<file path="config.mk">
export PLATFORM = sky130hd
export DESIGN_NAME = stopwatch_lap_ctrl
export DESIGN_NICKNAME = d
export VERILOG_FILES = /design/src/rtl/stopwatch_lap_ctrl.sv
export SDC_FILE = /design/constraint.sdc
export NUM_CORES = 1
export LEC_CHECK = 0
export CAP_MARGIN = 10
export CORE_ASPECT_RATIO = 1.2
export CORE_MARGIN = 3
export CORE_UTILIZATION = 35
export CTS_CLUSTER_DIAMETER = 40
export CTS_CLUSTER_SIZE = 8
export DETAILED_ROUTE_END_ITERATION = 16
export MAX_ROUTING_LAYER = met4
export PLACE_DENSITY = 0.56
export SLEW_MARGIN = 0
export SYNTH_ARGS = -nofsm -noshare
export SYNTH_HDL_FRONTEND = slang
export SYNTH_SLANG_ARGS = --single-unit
</file>
<file path="constraint.sdc">
create_clock -name clk -period 7.9 [get_ports clk]
set_input_delay 1.58 -clock clk [delete_from_list [all_inputs] [get_ports clk]]
set_output_delay 1.58 -clock clk [all_outputs]
set_load 0.01 [all_outputs]
</file>
<file path="src/rtl/stopwatch_lap_ctrl.sv">
// stopwatch_lap_ctrl: two-button front end for the stopwatch core that
// turns start/stop and lap/reset buttons into 1-cycle start/stop/reset
// commands and queues lap times {minutes,seconds} in a show-ahead FIFO.
// Ports: clk, rst_n (async, active low); btn_ss, btn_lr raw buttons;
//   sw_minutes[7:0], sw_seconds[5:0] from the core; start/stop/reset
//   command pulses; lap_valid/lap_ready/lap_data[13:0] read port;
//   lap_count entries held; lap_overflow sticky drop flag.
// Option: define STOPWATCH_DEBOUNCE_EN to add a DEBOUNCE_CYCLES-long
//   stable-level filter after each button synchronizer.
module stopwatch_lap_ctrl #(
  parameter int LAP_DEPTH       = 8,
  parameter int DEBOUNCE_CYCLES = 16
) (
  input  logic                         clk,
  input  logic                         rst_n,
  input  logic                         btn_ss,
  input  logic                         btn_lr,
  input  logic [7:0]                   sw_minutes,
  input  logic [5:0]                   sw_seconds,
  output logic                         start,
  output logic                         stop,
  output logic                         reset,
  output logic                         lap_valid,
  input  logic                         lap_ready,
  output logic [13:0]                  lap_data,
  output logic [$clog2(LAP_DEPTH):0]   lap_count,
  output logic                         lap_overflow
);

  localparam int AW = $clog2(LAP_DEPTH);
  localparam int CW = AW + 1;

  typedef enum logic [1:0] {
    IDLE,
    RUN,
    PAUSE,
    CLEAR
  } state_t;

  logic          r_ss_s1;
  logic          r_ss_s2;
  logic          r_lr_s1;
  logic          r_lr_s2;
  logic          r_ss_d;
  logic          r_lr_d;
  logic          w_ss_lvl;
  logic          w_lr_lvl;
  logic          w_ss_ev;
  logic          w_lr_ev;

  state_t        r_state;
  logic          r_start;
  logic          r_stop;
  logic          r_reset;
  logic          w_busy;

  logic [13:0]   r_mem [LAP_DEPTH];
  logic [AW-1:0] r_wptr;
  logic [AW-1:0] r_rptr;
  logic [CW-1:0] r_count;
  logic          r_ovf;
  logic          w_push;
  logic          w_pop;
  logic          w_full;
  logic          w_wr;

  always_ff @(posedge clk or negedge rst_n) begin
    if (!rst_n) begin
      r_ss_s1 <= 1'b0;
      r_ss_s2 <= 1'b0;
      r_lr_s1 <= 1'b0;
      r_lr_s2 <= 1'b0;
      r_ss_d  <= 1'b0;
      r_lr_d  <= 1'b0;
    end else begin
      r_ss_s1 <= btn_ss;
      r_ss_s2 <= r_ss_s1;
      r_lr_s1 <= btn_lr;
      r_lr_s2 <= r_lr_s1;
      r_ss_d  <= w_ss_lvl;
      r_lr_d  <= w_lr_lvl;
    end
  end

`ifdef STOPWATCH_DEBOUNCE_EN
  localparam int DBW = $clog2(DEBOUNCE_CYCLES + 1);
  localparam logic [DBW-1:0] DB_LAST = DBW'(DEBOUNCE_CYCLES - 1);

  logic [DBW-1:0] r_ss_cnt;
  logic [DBW-1:0] r_lr_cnt;
  logic           r_ss_flt;
  logic           r_lr_flt;

  // The filtered level only follows the synchronized level once it has
  // differed for DEBOUNCE_CYCLES consecutive cycles.
  always_ff @(posedge clk or negedge rst_n) begin
    if (!rst_n) begin
      r_ss_cnt <= '0;
      r_lr_cnt <= '0;
      r_ss_flt <= 1'b0;
      r_lr_flt <= 1'b0;
    end else begin
      if (r_ss_s2 == r_ss_flt) begin
        r_ss_cnt <= '0;
      end else if (r_ss_cnt == DB_LAST) begin
        r_ss_cnt <= '0;
        r_ss_flt <= r_ss_s2;
      end else begin
        r_ss_cnt <= r_ss_cnt + 1'b1;
      end
      if (r_lr_s2 == r_lr_flt) begin
        r_lr_cnt <= '0;
      end else if (r_lr_cnt == DB_LAST) begin
        r_lr_cnt <= '0;
        r_lr_flt <= r_lr_s2;
      end else begin
        r_lr_cnt <= r_lr_cnt + 1'b1;
      end
    end
  end

  assign w_ss_lvl = r_ss_flt;
  assign w_lr_lvl = r_lr_flt;
`else
  assign w_ss_lvl = r_ss_s2;
  assign w_lr_lvl = r_lr_s2;
`endif

  // Start/stop has priority: a same-cycle lap/reset event is discarded.
  assign w_ss_ev = w_ss_lvl & ~r_ss_d;
  assign w_lr_ev = w_lr_lvl & ~r_lr_d & ~w_ss_ev;

  // A command in flight blocks the next command so pulses never abut.
  assign w_busy = r_start | r_stop | r_reset;

  always_ff @(posedge clk or negedge rst_n) begin
    if (!rst_n) begin
      r_state <= IDLE;
      r_start <= 1'b0;
      r_stop  <= 1'b0;
      r_reset <= 1'b0;
    end else begin
      r_start <= 1'b0;
      r_stop  <= 1'b0;
      r_reset <= 1'b0;
      unique case (r_state)
        IDLE: begin
          if (w_ss_ev && !w_busy) begin
            r_start <= 1'b1;
            r_state <= RUN;
          end
        end
        RUN: begin
          if (w_ss_ev && !w_busy) begin
            r_stop  <= 1'b1;
            r_state <= PAUSE;
          end
        end
        PAUSE: begin
          if (w_ss_ev && !w_busy) begin
            r_start <= 1'b1;
            r_state <= RUN;
          end else if (w_lr_ev && !w_busy) begin
            r_reset <= 1'b1;
            r_state <= CLEAR;
          end
        end
        CLEAR: begin
          r_state <= IDLE;
        end
        default: begin
          r_state <= IDLE;
        end
      endcase
    end
  end

  assign w_push = (r_state == RUN) && w_lr_ev;
  assign w_pop  = lap_valid && lap_ready;
  assign w_full = (r_count == CW'(LAP_DEPTH));
  assign w_wr   = w_push && (!w_full || w_pop);

  always_ff @(posedge clk or negedge rst_n) begin
    if (!rst_n) begin
      for (int i = 0; i < LAP_DEPTH; i++) begin
        r_mem[i] <= '0;
      end
      r_wptr  <= '0;
      r_rptr  <= '0;
      r_count <= '0;
      r_ovf   <= 1'b0;
    end else if (r_state == CLEAR) begin
      r_wptr  <= '0;
      r_rptr  <= '0;
      r_count <= '0;
      r_ovf   <= 1'b0;
    end else begin
      if (w_wr) begin
        r_mem[r_wptr] <= {sw_minutes, sw_seconds};
        r_wptr        <= r_wptr + 1'b1;
      end
      if (w_push && w_full && !w_pop) begin
        r_ovf <= 1'b1;
      end
      if (w_pop) begin
        r_rptr <= r_rptr + 1'b1;
      end
      if (w_wr && !w_pop) begin
        r_count <= r_count + 1'b1;
      end else if (!w_wr && w_pop) begin
        r_count <= r_count - 1'b1;
      end
    end
  end

  assign start        = r_start;
  assign stop         = r_stop;
  assign reset        = r_reset;
  assign lap_valid    = (r_count != '0);
  assign lap_data     = r_mem[r_rptr];
  assign lap_count    = r_count;
  assign lap_overflow = r_ovf;

endmodule

</file>
==> impl_metrics.sql, run 1 <==
INSERT INTO impl_metrics (metric_group, metric, value, unit) VALUES
('detailed_routing', 'ant_nets', '0', ''),
('critical_path', 'criticalPathCategory', 'register to output port', ''),
('placed_design', 'gp_routability_congestion', '0.768', ''),
('timing', 'slew_headroom', '30.7', '%'),
('clocking', 'postCtsResizedCells', '0', ''),
('placed_design', 'post-place-cells', '662', ''),
('final_layout', 'drive_gt1_share', '38.8', '%'),
('floorplanning', 'floorplan.die.width', '127', 'microns'),
('critical_path', 'reg2reg_to', 'lap_count[3]$_DFFE_PN0P_', ''),
('final_layout', 'final_nets', '489', ''),
('global_routing', 'global_route.usage.total', '14.8', '%'),
('clocking', 'post-cts-setup-buffers', '0', ''),
('detailed_routing', 'drt-wirelength-per-cell', '18.2', 'microns'),
('critical_path', 'critical_path_end_type', 'output port', ''),
('critical_path', 'number_of_cells_traversed_by_the_worst_register_to_register_path', '9', ''),
('critical_path', 'worstPathArrival', '2550', 'ps'),
('yosys', 'synth_top_area_share', '54.7', '%'),
('critical_path', 'critical_path.cell_chain', 'inv_1 > nand2_1 > nand2_1 > clkdlybuf4s50_1', ''),
('critical_path', 'critical-path-top-cell-by-count', 'nand2_1', ''),
('timing', 'setup_total_negative_slack', '0', 'ps'),
('power', 'power_density', '360', 'nW/um^2'),
('clocking', 'ctsHoldBuffers', '0', ''),
('yosys', 'synthesis.yosys.warnings', '0', ''),
('timing', 'fin_skew', '9.41', 'ps'),
('timing', 'final_clock_period_utilization_by_the_worst_path', '52.3', '%'),
('detailed_routing', 'vias_per_cell', '5.13', ''),
('detailed_routing', 'vias', '3542', ''),
('yosys', 'dominantRegCellSynth', 'dfrtp_1', ''),
('yosys', 'synthMostInstantiatedCell', 'dfrtp_1', ''),
('detailed_routing', 'first_pass_iters', '4', ''),
('hold_path', 'hold_path_class', 'register to register', ''),
('final_layout', 'final_cell_area', '7310', 'sq um'),
('timing', 'slew_viol_final', '0', ''),
('global_routing', 'overflow', '0', ''),
('global_routing', 'antenna_found_initial', '0', ''),
('critical_path', 'worst_setup_path_start_kind', 'register', ''),
('detailed_routing', 'drc_errors', '0', ''),
('floorplanning', 'die_area', '19100', 'sq um'),
('placed_design', 'place.detailed.hpwl', '7530', 'microns'),
('timing', 'grt_setup_unrepaired', 'false', ''),
('hold_path', 'min_delay_path_depth', '0', ''),
('power', 'total_power', '2.63', 'mW'),
('status', 'run_status', 'completed', ''),
('clocking', 'ctsLongestPathBuffers', '2', ''),
('clocking', 'ctsHtreeMaxLevel', '4', ''),
('yosys', 'synthesis.area', '6130', 'sq um'),
('yosys', 'synth_sequential_area_ratio', '54.7', '%'),
('floorplanning', 'initial_core_util', '35.9', '%'),
('final_layout', 'final-instance-count-excl-fill', '690', ''),
('critical_path', 'timing.critical_path.fanout_max', '16', ''),
('clocking', 'clock_tree.root_cell', 'clkbuf_16', ''),
('critical_path', 'crit_slowest_cell', 'dfrtp_1', ''),
('clocking', 'clk_pin_slew', '50', 'ps'),
('yosys', 'ys_types', '45', ''),
('yosys', 'netlist_top_cells_area', 'dfrtp_1 (55%), mux2_2 (21%), mux4_2 (10%)', ''),
('final_layout', 'syn_to_final_growth', '19.3', '%'),
('floorplanning', 'core-area', '17000', 'sq um'),
('global_routing', 'grt_first_pass_wirelength', '21100', 'microns'),
('timing', 'worst_slack', '3770', 'ps'),
('timing', 'report.final.hold_viol_count', '0', ''),
('critical_path', 'timing.reg2reg.setup_slack', '5100', 'ps'),
('yosys', 'synth_fp_nets', '445', ''),
('clocking', 'clk_latency', '410', 'ps'),
('clocking', 'tritoncts', 'yes', ''),
('critical_path', 'critPathLaunch', 'r_rptr[2]$_DFFE_PN0P_', ''),
('detailed_routing', 'drt_first_iter_violations', '119', ''),
('timing', 'tightestPinTransition', '1040', 'ps'),
('placed_design', 'placedInstanceArea', '6720', 'sq um'),
('yosys', 'ys_async_sr_fraction', '100', '%'),
('yosys', 'synth_enable_flop_cells', '0', ''),
('yosys', 'yosysTopAreaCell', 'dfrtp_1', '');
report_power, final:
group / switching (mW) / internal [mW]
logic: 0.320 / 0.472
clock network: 0.272 / 0.516
registers: 0.169 / 0.884
total: 0.761 / 1.87
layout make-up:
| cell class | count | area [sq um] |
|---|---|---|
| clock buffer | 25 | 526 |
| sequential | 134 | 3360 |
| clock inverter | 3 | 65.1 |
| inverter | 7 | 26.3 |
| fill | 1564 | 9740 |
| timing repair buffer | 43 | 423 |
| multi-input combinational | 262 | 2640 |
| tap | 216 | 270 |
cell families after synthesis:
| logic type | Yosys count | share of synthesized area, % |
|---|---|---|
| AO/OA/AOI/OAI | 11 | 1.49 |
| multiplexers | 143 | 31.4 |
| adder cells (fa/ha/maj) | 5 | 1.14 |
| AND/OR/NAND/NOR | 98 | 8.21 |
| buffers and inverters | 25 | 2.33 |
| XOR/XNOR | 5 | 0.715 |
| flip-flops | 134 | 54.7 |
metal layers:
metal,GRT usage (%),vias to the layer above,wire [microns]
li1,-,1615,-
met1,18.4,1848,5670
met2,23.6,59,6270
met3,3.21,20,343
met4,6.06,0,272
met5,-,-,0
state kept, by name (all words and copies together) (netlist names):
name,count
reset,1
lap_count,4
r_lr_s1,1
r_mem,112
r_wptr,3
r_ss_s2,1
r_rptr,3
r_state,2
r_ss_d,1
r_ss_s1,1
r_lr_s2,1
r_lr_d,1
start,1
stop,1
lap_overflow,1
cell usage in the layout (no fill, tap or decap), drive strengths merged, types with 3 or more instances in the layout:
cell | netlist | final
xnor2 | 3 | 3
clkdlybuf4s50 | 0 | 40
dfrtp | 134 | 134
mux4 | 28 | 28
a21oi | 3 | 3
nand3 | 5 | 5
buf | 12 | 3
ha | 4 | 4
mux2i | 3 | 3
nand2b | 3 | 3
nand2 | 51 | 51
or4 | 3 | 3
and2 | 4 | 4
inv | 7 | 7
clkbuf | 6 | 25
mux2 | 112 | 112
nor2 | 17 | 17
worst min path at each step:
stage / startpoint / to
4_1_cts: r_ss_s1$_DFF_PN0_ / r_ss_s2$_DFF_PN0_
3_5_place_dp: r_lr_s1$_DFF_PN0_ / r_lr_s2$_DFF_PN0_
3_3_place_gp: r_ss_s1$_DFF_PN0_ / r_ss_s2$_DFF_PN0_
5_1_grt: r_ss_s1$_DFF_PN0_ / r_ss_s2$_DFF_PN0_
6_report: r_ss_s1$_DFF_PN0_ / r_ss_s2$_DFF_PN0_
2_1_floorplan: r_lr_s1$_DFF_PN0_ / r_lr_s2$_DFF_PN0_
worst max-delay path: cells and delay by family (launching register included):
kind	cells	cell delay, ps
buffers and inverters	2	1020
flip-flops	1	830
AND/OR/NAND/NOR	2	290
Note: power is estimated with default switching activity, not from simulation.
==> run 2: changes to the inputs <==
- PLACE_DENSITY: 0.56 -> 0.58
- clock period: 7.9 -> 3.55 ns (I/O delays scaled with it)
==> run 2 against run 1 <==
  * Count of clock-buffer cells in the layout down 3
  * Design area up 1.4%
  * Highest routed layer unchanged
  * Via count up 0.20%
  * Global-route usage down 0.11 points
  * Sequential share of layout area down 0.65 points
  * First-iteration DRC count up 9.2%
  * Critical path depth up 1
  * Combinational power up 140%
  * Largest cell class unchanged
  * Total power up 120%
  * Critical path type unchanged
  * Non-clock buffer count up 11
==> impl_metrics.sql, run 2 (same netlist as run 1, synthesis figures left out) <==
INSERT INTO impl_metrics (metric_group, metric, value, unit) VALUES
('final_layout', 'regArea', '3350', 'sq um'),
('clocking', 'ctsLongestPathBuffers', '2', ''),
('hold_path', 'hold_path_class', 'primary input to asynchronous set/reset pin', ''),
('timing', 'report.final.hold_viol_count', '0', ''),
('clocking', 'postCtsResizedCells', '0', ''),
('global_routing', 'grt_first_pass_wirelength', '20700', 'microns'),
('placed_design', 'gp_routability_congestion', '0.714', ''),
('floorplanning', 'die_y', '151', 'microns'),
('floorplanning', 'io_pins', '42', ''),
('power', 'power_density', '796', 'nW/um^2'),
('final_layout', 'final_cell_area', '7410', 'sq um'),
('floorplanning', 'floorplan.die.width', '127', 'microns'),
('clocking', 'clock_tree.root_cell', 'clkbuf_16', ''),
('clocking', 'tritoncts', 'yes', ''),
('critical_path', 'critical_path_end_type', 'output port', ''),
('final_layout', 'antenna_cells', '0', ''),
('clocking', 'ctsHtreeMaxLevel', '4', ''),
('floorplanning', 'core-area', '17000', 'sq um'),
('final_layout', 'final_nets', '500', ''),
('final_layout', 'layout.cells.most_common', 'dfrtp_1', ''),
('timing', 'tightestPinTransition', '698', 'ps'),
('power', 'max-vdd-ir-drop', '0.362', 'mV'),
('power', 'power_switching', '1.71', 'mW'),
('final_layout', 'largest_register_ffs', '112', ''),
('power', 'internal_power', '4.18', 'mW'),
('final_layout', 'drive_gt1_share', '40.1', '%'),
('placed_design', 'dpl_worst_slack', '536', 'ps'),
('timing', 'slew_headroom', '53.4', '%'),
('power', 'netSwitchingFraction', '29.0', '%'),
('floorplanning', 'die_area', '19100', 'sq um'),
('clocking', 'clk_latency', '410', 'ps'),
('timing', 'setup-violations-final', '0', ''),
('timing', 'setup_total_negative_slack', '0', 'ps'),
('final_layout', 'syn_to_final_growth', '20.9', '%'),
('timing', 'final.min_clock_period', '3000', 'ps'),
('final_layout', 'multi_input_area', '2640', 'sq um'),
('global_routing', 'grt_start_max_net_pins', '66', ''),
('floorplanning', 'number_of_placement_rows', '52', ''),
('job', 'cap_viol_max_count', '0', ''),
('timing', 'final_clock_period_utilization_by_the_worst_path', '84.4', '%'),
('placed_design', 'place.detailed.hpwl', '7710', 'microns'),
('final_layout', 'layout_common_cells', 'dfrtp_1 (133), mux2_2 (112), nand2_1 (50), clkdlybuf4s50_1 (40), mux4_2 (28)', ''),
('timing', 'maxClockFrequency', '334', 'MHz'),
('critical_path', 'worstPathArrival', '2290', 'ps'),
('placed_design', 'placedInstanceArea', '6820', 'sq um'),
('floorplanning', 'initial_core_util', '35.9', '%'),
('detailed_routing', 'drt-wirelength-per-cell', '17.9', 'microns'),
('global_routing', 'first_global_vias', '3905', ''),
('power', 'pwr-share-clk', '29.7', '%'),
('clocking', 'clk_pin_slew', '60', 'ps'),
('detailed_routing', 'vias_per_cell', '5.03', ''),
('critical_path', 'criticalPathCategory', 'register to output port', ''),
('timing', 'worst_slack', '553', 'ps'),
('critical_path', 'timing.critical_path.fanout_max', '30', ''),
('global_routing', 'global_route.usage.total', '14.7', '%'),
('clocking', 'tritoncts_num_sinks', '134', ''),
('detailed_routing', 'drc_errors', '0', ''),
('clocking', 'post-cts-setup-buffers', '0', ''),
('detailed_routing', 'routed_wirelength', '12600', 'microns'),
('placed_design', 'placement.io_buffers', '41', ''),
('final_layout', 'register_name_with_the_most_flops', 'r_mem', ''),
('global_routing', 'overflow', '0', ''),
('clocking', 'ctsHoldBuffers', '0', ''),
('critical_path', 'crit_required', '2840', 'ps'),
('critical_path', 'worst_setup_path_start_kind', 'register', ''),
('power', 'cellLeakagePower', '3.46', 'nW'),
('timing', 'grt_setup_unrepaired', 'false', ''),
('timing', 'final.hold.worst_slack', '250', 'ps'),
('detailed_routing', 'vias', '3549', ''),
('power', 'power.share.sequential', '37.9', '%'),
('global_routing', 'antenna_found_initial', '0', ''),
('timing', 'fin_skew', '4.34', 'ps'),
('power', 'power.share.combinational', '32.4', '%'),
('final_layout', 'num-fill-cells', '1617', ''),
('timing', 'slew_viol_final', '0', ''),
('detailed_routing', 'drt_first_iter_violations', '130', ''),
('detailed_routing', 'first_pass_iters', '4', ''),
('detailed_routing', 'ant_nets', '0', ''),
('clocking', 'numCtsBuffers', '17', ''),
('status', 'run_status', 'completed', '');
## run 2: cell count changes in the layout (fill, tap and decap cells not counted)
cell        delta
bufinv_16      +1
clkinv_2       +5
clkbuf_1       +2
dfrtp_1        +1
nor3_4         -1
buf_12         +2
clkinvlp_4     +1
nor3_2         +1
dfrtp_2        -1
buf_4          +9
clkbuf_8       -5
## run 2: critical path: stages, from the launching register on
cell and delay, ps:
dfrtp_2 370, buf_12 270, mux4_2 550, nand2_1 80, nand2_1 80, clkdlybuf4s50_1 500
## run 2: worst paths after layout
check	slack (ps)	end	startpoint	depth (start not counted)
max	550	lap_data[12]	r_rptr[0]$_DFFE_PN0P_	5
min	250	lap_count[0]$_DFFE_PN0P_	rst_n	1
max reg2reg	730	lap_count[3]$_DFFE_PN0P_	lap_count[1]$_DFFE_PN0P_	9
min reg2reg	350	r_ss_s2$_DFF_PN0_	r_ss_s1$_DFF_PN0_	0
max in group asynchronous	2450	r_mem[92]$_DFFE_PN0P_	rst_n	2
min in group clk	350	r_ss_s2$_DFF_PN0_	r_ss_s1$_DFF_PN0_	0
## run 2: metal layers
metal	GRT usage, %	up-vias	wire length (microns)
li1	-	1635	-
met1	17.9	1845	5730
met2	23.7	50	6290
met3	3.49	19	365
met4	5.58	0	244
met5	-	-	0
## run 2: metrics by stage
stage          util [%]  cells  power, mW
2_1_floorplan         -    421       3.48
3_3_place_gp       40.0    673       4.14
6_report           43.5    705       5.89
5_1_grt            43.5    705       6.26
4_1_cts            43.5    705       5.99
3_5_place_dp       40.0    673       4.21
## run 2: power groups by stage
stage / clock network, mW / registers (mW) / logic (mW)
after floorplan: 0 / 2.19 / 1.30
after global placement: 0 / 2.23 / 1.92
after CTS: 1.80 / 2.23 / 1.96
after global routing: 1.87 / 2.29 / 2.09
final: 1.75 / 2.23 / 1.91
after detailed placement: 0 / 2.26 / 1.95
## run 2: area by class of cell
class	instances	area share [%]
clock buffers	22	6.27
clock inverters	10	1.72
inverters	7	0.355
multi-input cells	262	35.6
flip-flops and latches	134	45.3
well taps	216	3.65
repair buffers	54	7.16
==> run 3: changes to the inputs <==
- PLACE_DENSITY: 0.58 -> 0.56
- clock period: 3.55 -> 2.8 ns (I/O delays scaled with it)
==> run 3 against run 2 <==
  * Clock power is 26% higher
  * Hold slack worse by 110 ps
  * Combinational power is 36% higher
  * Non-clock buffer count is 17 higher
  * Via count is 4.2% higher
  * Design area is 2.7% higher
  * Die area stayed put
==> impl_metrics.sql, run 3 (same netlist as run 1, synthesis figures left out) <==
INSERT INTO impl_metrics (metric_group, metric, value, unit) VALUES
('status', 'run_status', 'completed', ''),
('timing', 'maxClockFrequency', '376', 'MHz'),
('timing', 'final.hold.worst_slack', '139', 'ps'),
('critical_path', 'worst_setup_path_start_kind', 'register', ''),
('clocking', 'ctsHoldBuffers', '0', ''),
('final_layout', 'final_cell_area', '7610', 'sq um'),
('detailed_routing', 'routed_wirelength', '13300', 'microns'),
('clocking', 'clk_latency', '420', 'ps'),
('critical_path', 'worstPathArrival', '2100', 'ps'),
('final_layout', 'largest_register_ffs', '112', ''),
('timing', 'grt_setup_unrepaired', 'false', ''),
('floorplanning', 'floorplan.die.width', '127', 'microns'),
('global_routing', 'overflow', '0', ''),
('final_layout', 'final_core_util', '44.6', '%'),
('critical_path', 'critical_path_end_type', 'output port', ''),
('global_routing', 'first_global_vias', '3929', ''),
('critical_path', 'timing.critical_path.fanout_max', '11', ''),
('detailed_routing', 'ant_nets', '0', ''),
('critical_path', 'crit_required', '2240', 'ps'),
('global_routing', 'antenna_found_initial', '0', ''),
('timing', 'tightestPinTransition', '608', 'ps'),
('final_layout', 'register_name_with_the_most_flops', 'r_mem', ''),
('clocking', 'clk_pin_slew', '60', 'ps'),
('critical_path', 'crit_slowest_cell', 'mux4_2', ''),
('placed_design', 'placedInstanceArea', '6940', 'sq um'),
('timing', 'fin_skew', '8.59', 'ps'),
('floorplanning', 'number_of_placement_rows', '52', ''),
('power', 'max-vdd-ir-drop', '0.419', 'mV'),
('detailed_routing', 'vias', '3699', ''),
('placed_design', 'gp_routability_congestion', '0.738', ''),
('final_layout', 'drive_gt1_share', '42.5', '%'),
('placed_design', 'dpl_worst_slack', '-2.74', 'ps'),
('floorplanning', 'die_area', '19100', 'sq um'),
('clocking', 'ctsLongestPathBuffers', '2', ''),
('global_routing', 'grt_first_pass_wirelength', '21700', 'microns'),
('placed_design', 'placement.io_buffers', '41', ''),
('timing', 'slew_viol_final', '0', ''),
('critical_path', 'count_of_buffer_and_inverter_cells_on_the_critical_path', '3', ''),
('timing', 'final_clock_period_utilization_by_the_worst_path', '95.0', '%'),
('critical_path', 'criticalPathCategory', 'register to output port', ''),
('global_routing', 'grt_start_max_net_pins', '62', ''),
('final_layout', 'num-fill-cells', '1553', ''),
('clocking', 'numCtsBuffers', '17', ''),
('detailed_routing', 'drt-wirelength-per-cell', '18.4', 'microns'),
('timing', 'final.min_clock_period', '2660', 'ps'),
('timing', 'setup-violations-final', '0', ''),
('final_layout', 'final_nets', '517', ''),
('power', 'cellLeakagePower', '3.60', 'nW'),
('final_layout', 'syn_to_final_growth', '24.2', '%'),
('final_layout', 'layout.cells.most_common', 'dfrtp_1', ''),
('floorplanning', 'core-area', '17000', 'sq um'),
('global_routing', 'global_route.usage.total', '15.5', '%'),
('power', 'power_density', '1000', 'nW/um^2'),
('floorplanning', 'initial_core_util', '35.9', '%'),
('clocking', 'tritoncts', 'yes', ''),
('detailed_routing', 'vias_per_cell', '5.12', ''),
('timing', 'slew_headroom', '59.1', '%'),
('detailed_routing', 'drc_errors', '0', ''),
('hold_path', 'hold_path_class', 'primary input to asynchronous set/reset pin', ''),
('job', 'cap_viol_max_count', '0', ''),
('floorplanning', 'io_pins', '42', ''),
('final_layout', 'antenna_cells', '0', ''),
('timing', 'report.final.hold_viol_count', '0', ''),
('critical_path', 'critical_path.cell_chain', 'buf_12 > buf_12 > mux4_2 > nand2_1 > nand2_1 > dlygate4sd2_1', ''),
('detailed_routing', 'first_pass_iters', '4', ''),
('final_layout', 'layout_common_cells', 'dfrtp_1 (133), mux2_2 (112), nand2_1 (50), mux4_2 (28), clkdlybuf4s50_1 (27)', ''),
('floorplanning', 'die_y', '151', 'microns'),
('clocking', 'ctsHtreeMaxLevel', '4', ''),
('critical_path', 'critical-path-top-delay-family', 'buffers and inverters', ''),
('timing', 'worst_slack', '140', 'ps'),
('placed_design', 'place.detailed.hpwl', '8280', 'microns'),
('detailed_routing', 'drt_first_iter_violations', '148', ''),
('critical_path', 'critical-path-max-stage-delay', '510', 'ps'),
('clocking', 'clock_tree.root_cell', 'clkbuf_16', ''),
('clocking', 'tritoncts_num_sinks', '134', '');
## run 3: per-stage QoR
| stage | instances | power, mW | setup TNS [ps] |
|---|---|---|---|
| after global routing | 722 | 8.10 | 0 |
| final | 722 | 7.63 | 0 |
| after global placement | 685 | 5.35 | 0 |
| after CTS | 720 | 7.71 | 0 |
| after floorplan | 421 | 4.42 | 0 |
| after detailed placement | 685 | 5.44 | -2.74 |
## run 3: timing repair
item | 4_1_cts | 5_1_grt
gates resized for setup | 14 | 1
pin swaps | 0 | 0
gates cloned | 1 | 0
setup endpoints to repair | 14 | 2
setup buffers | 2 | 2
## run 3: cell type report
class                           count  area [sq um]  share of cell area, %
Multi-Input combinational cell    262          2640                   34.7
Inverter                            7          26.3                  0.345
Sequential cell                   134          3350                   44.1
Tap cell                          216           270                   3.55
Timing Repair Buffer               71           724                   9.52
Clock inverter                     11           124                   1.63
Clock buffer                       21           470                   6.18
## run 3: path summary, 6_finish.rpt
check,start,to,depth (start not counted),slack [ps]
min in group clk,r_lr_s1$_DFF_PN0_,r_lr_s2$_DFF_PN0_,0,360
max,r_rptr[0]$_DFFE_PN0P_,lap_data[12],6,140
min,rst_n,lap_count[2]$_DFFE_PN0P_,1,140
max in group asynchronous,rst_n,r_mem[18]$_DFFE_PN0P_,2,1770
min reg2reg,r_lr_s1$_DFF_PN0_,r_lr_s2$_DFF_PN0_,0,360
max reg2reg,lap_count[1]$_DFFE_PN0P_,lap_count[3]$_DFFE_PN0P_,9,260
## run 3: power breakdown
part	total (mW)	internal, mW	switching (mW)
sequential	2.82	2.50	0.325
combinational	2.60	1.46	1.13
clock	2.21	1.38	0.831
total	7.63	5.34	2.29
## run 3: per-layer routing
layer | GRT usage [%] | wire, microns
met5 | - | 0
met4 | 6.06 | 217
met2 | 24.5 | 6650
met3 | 3.63 | 420
met1 | 19.5 | 5970
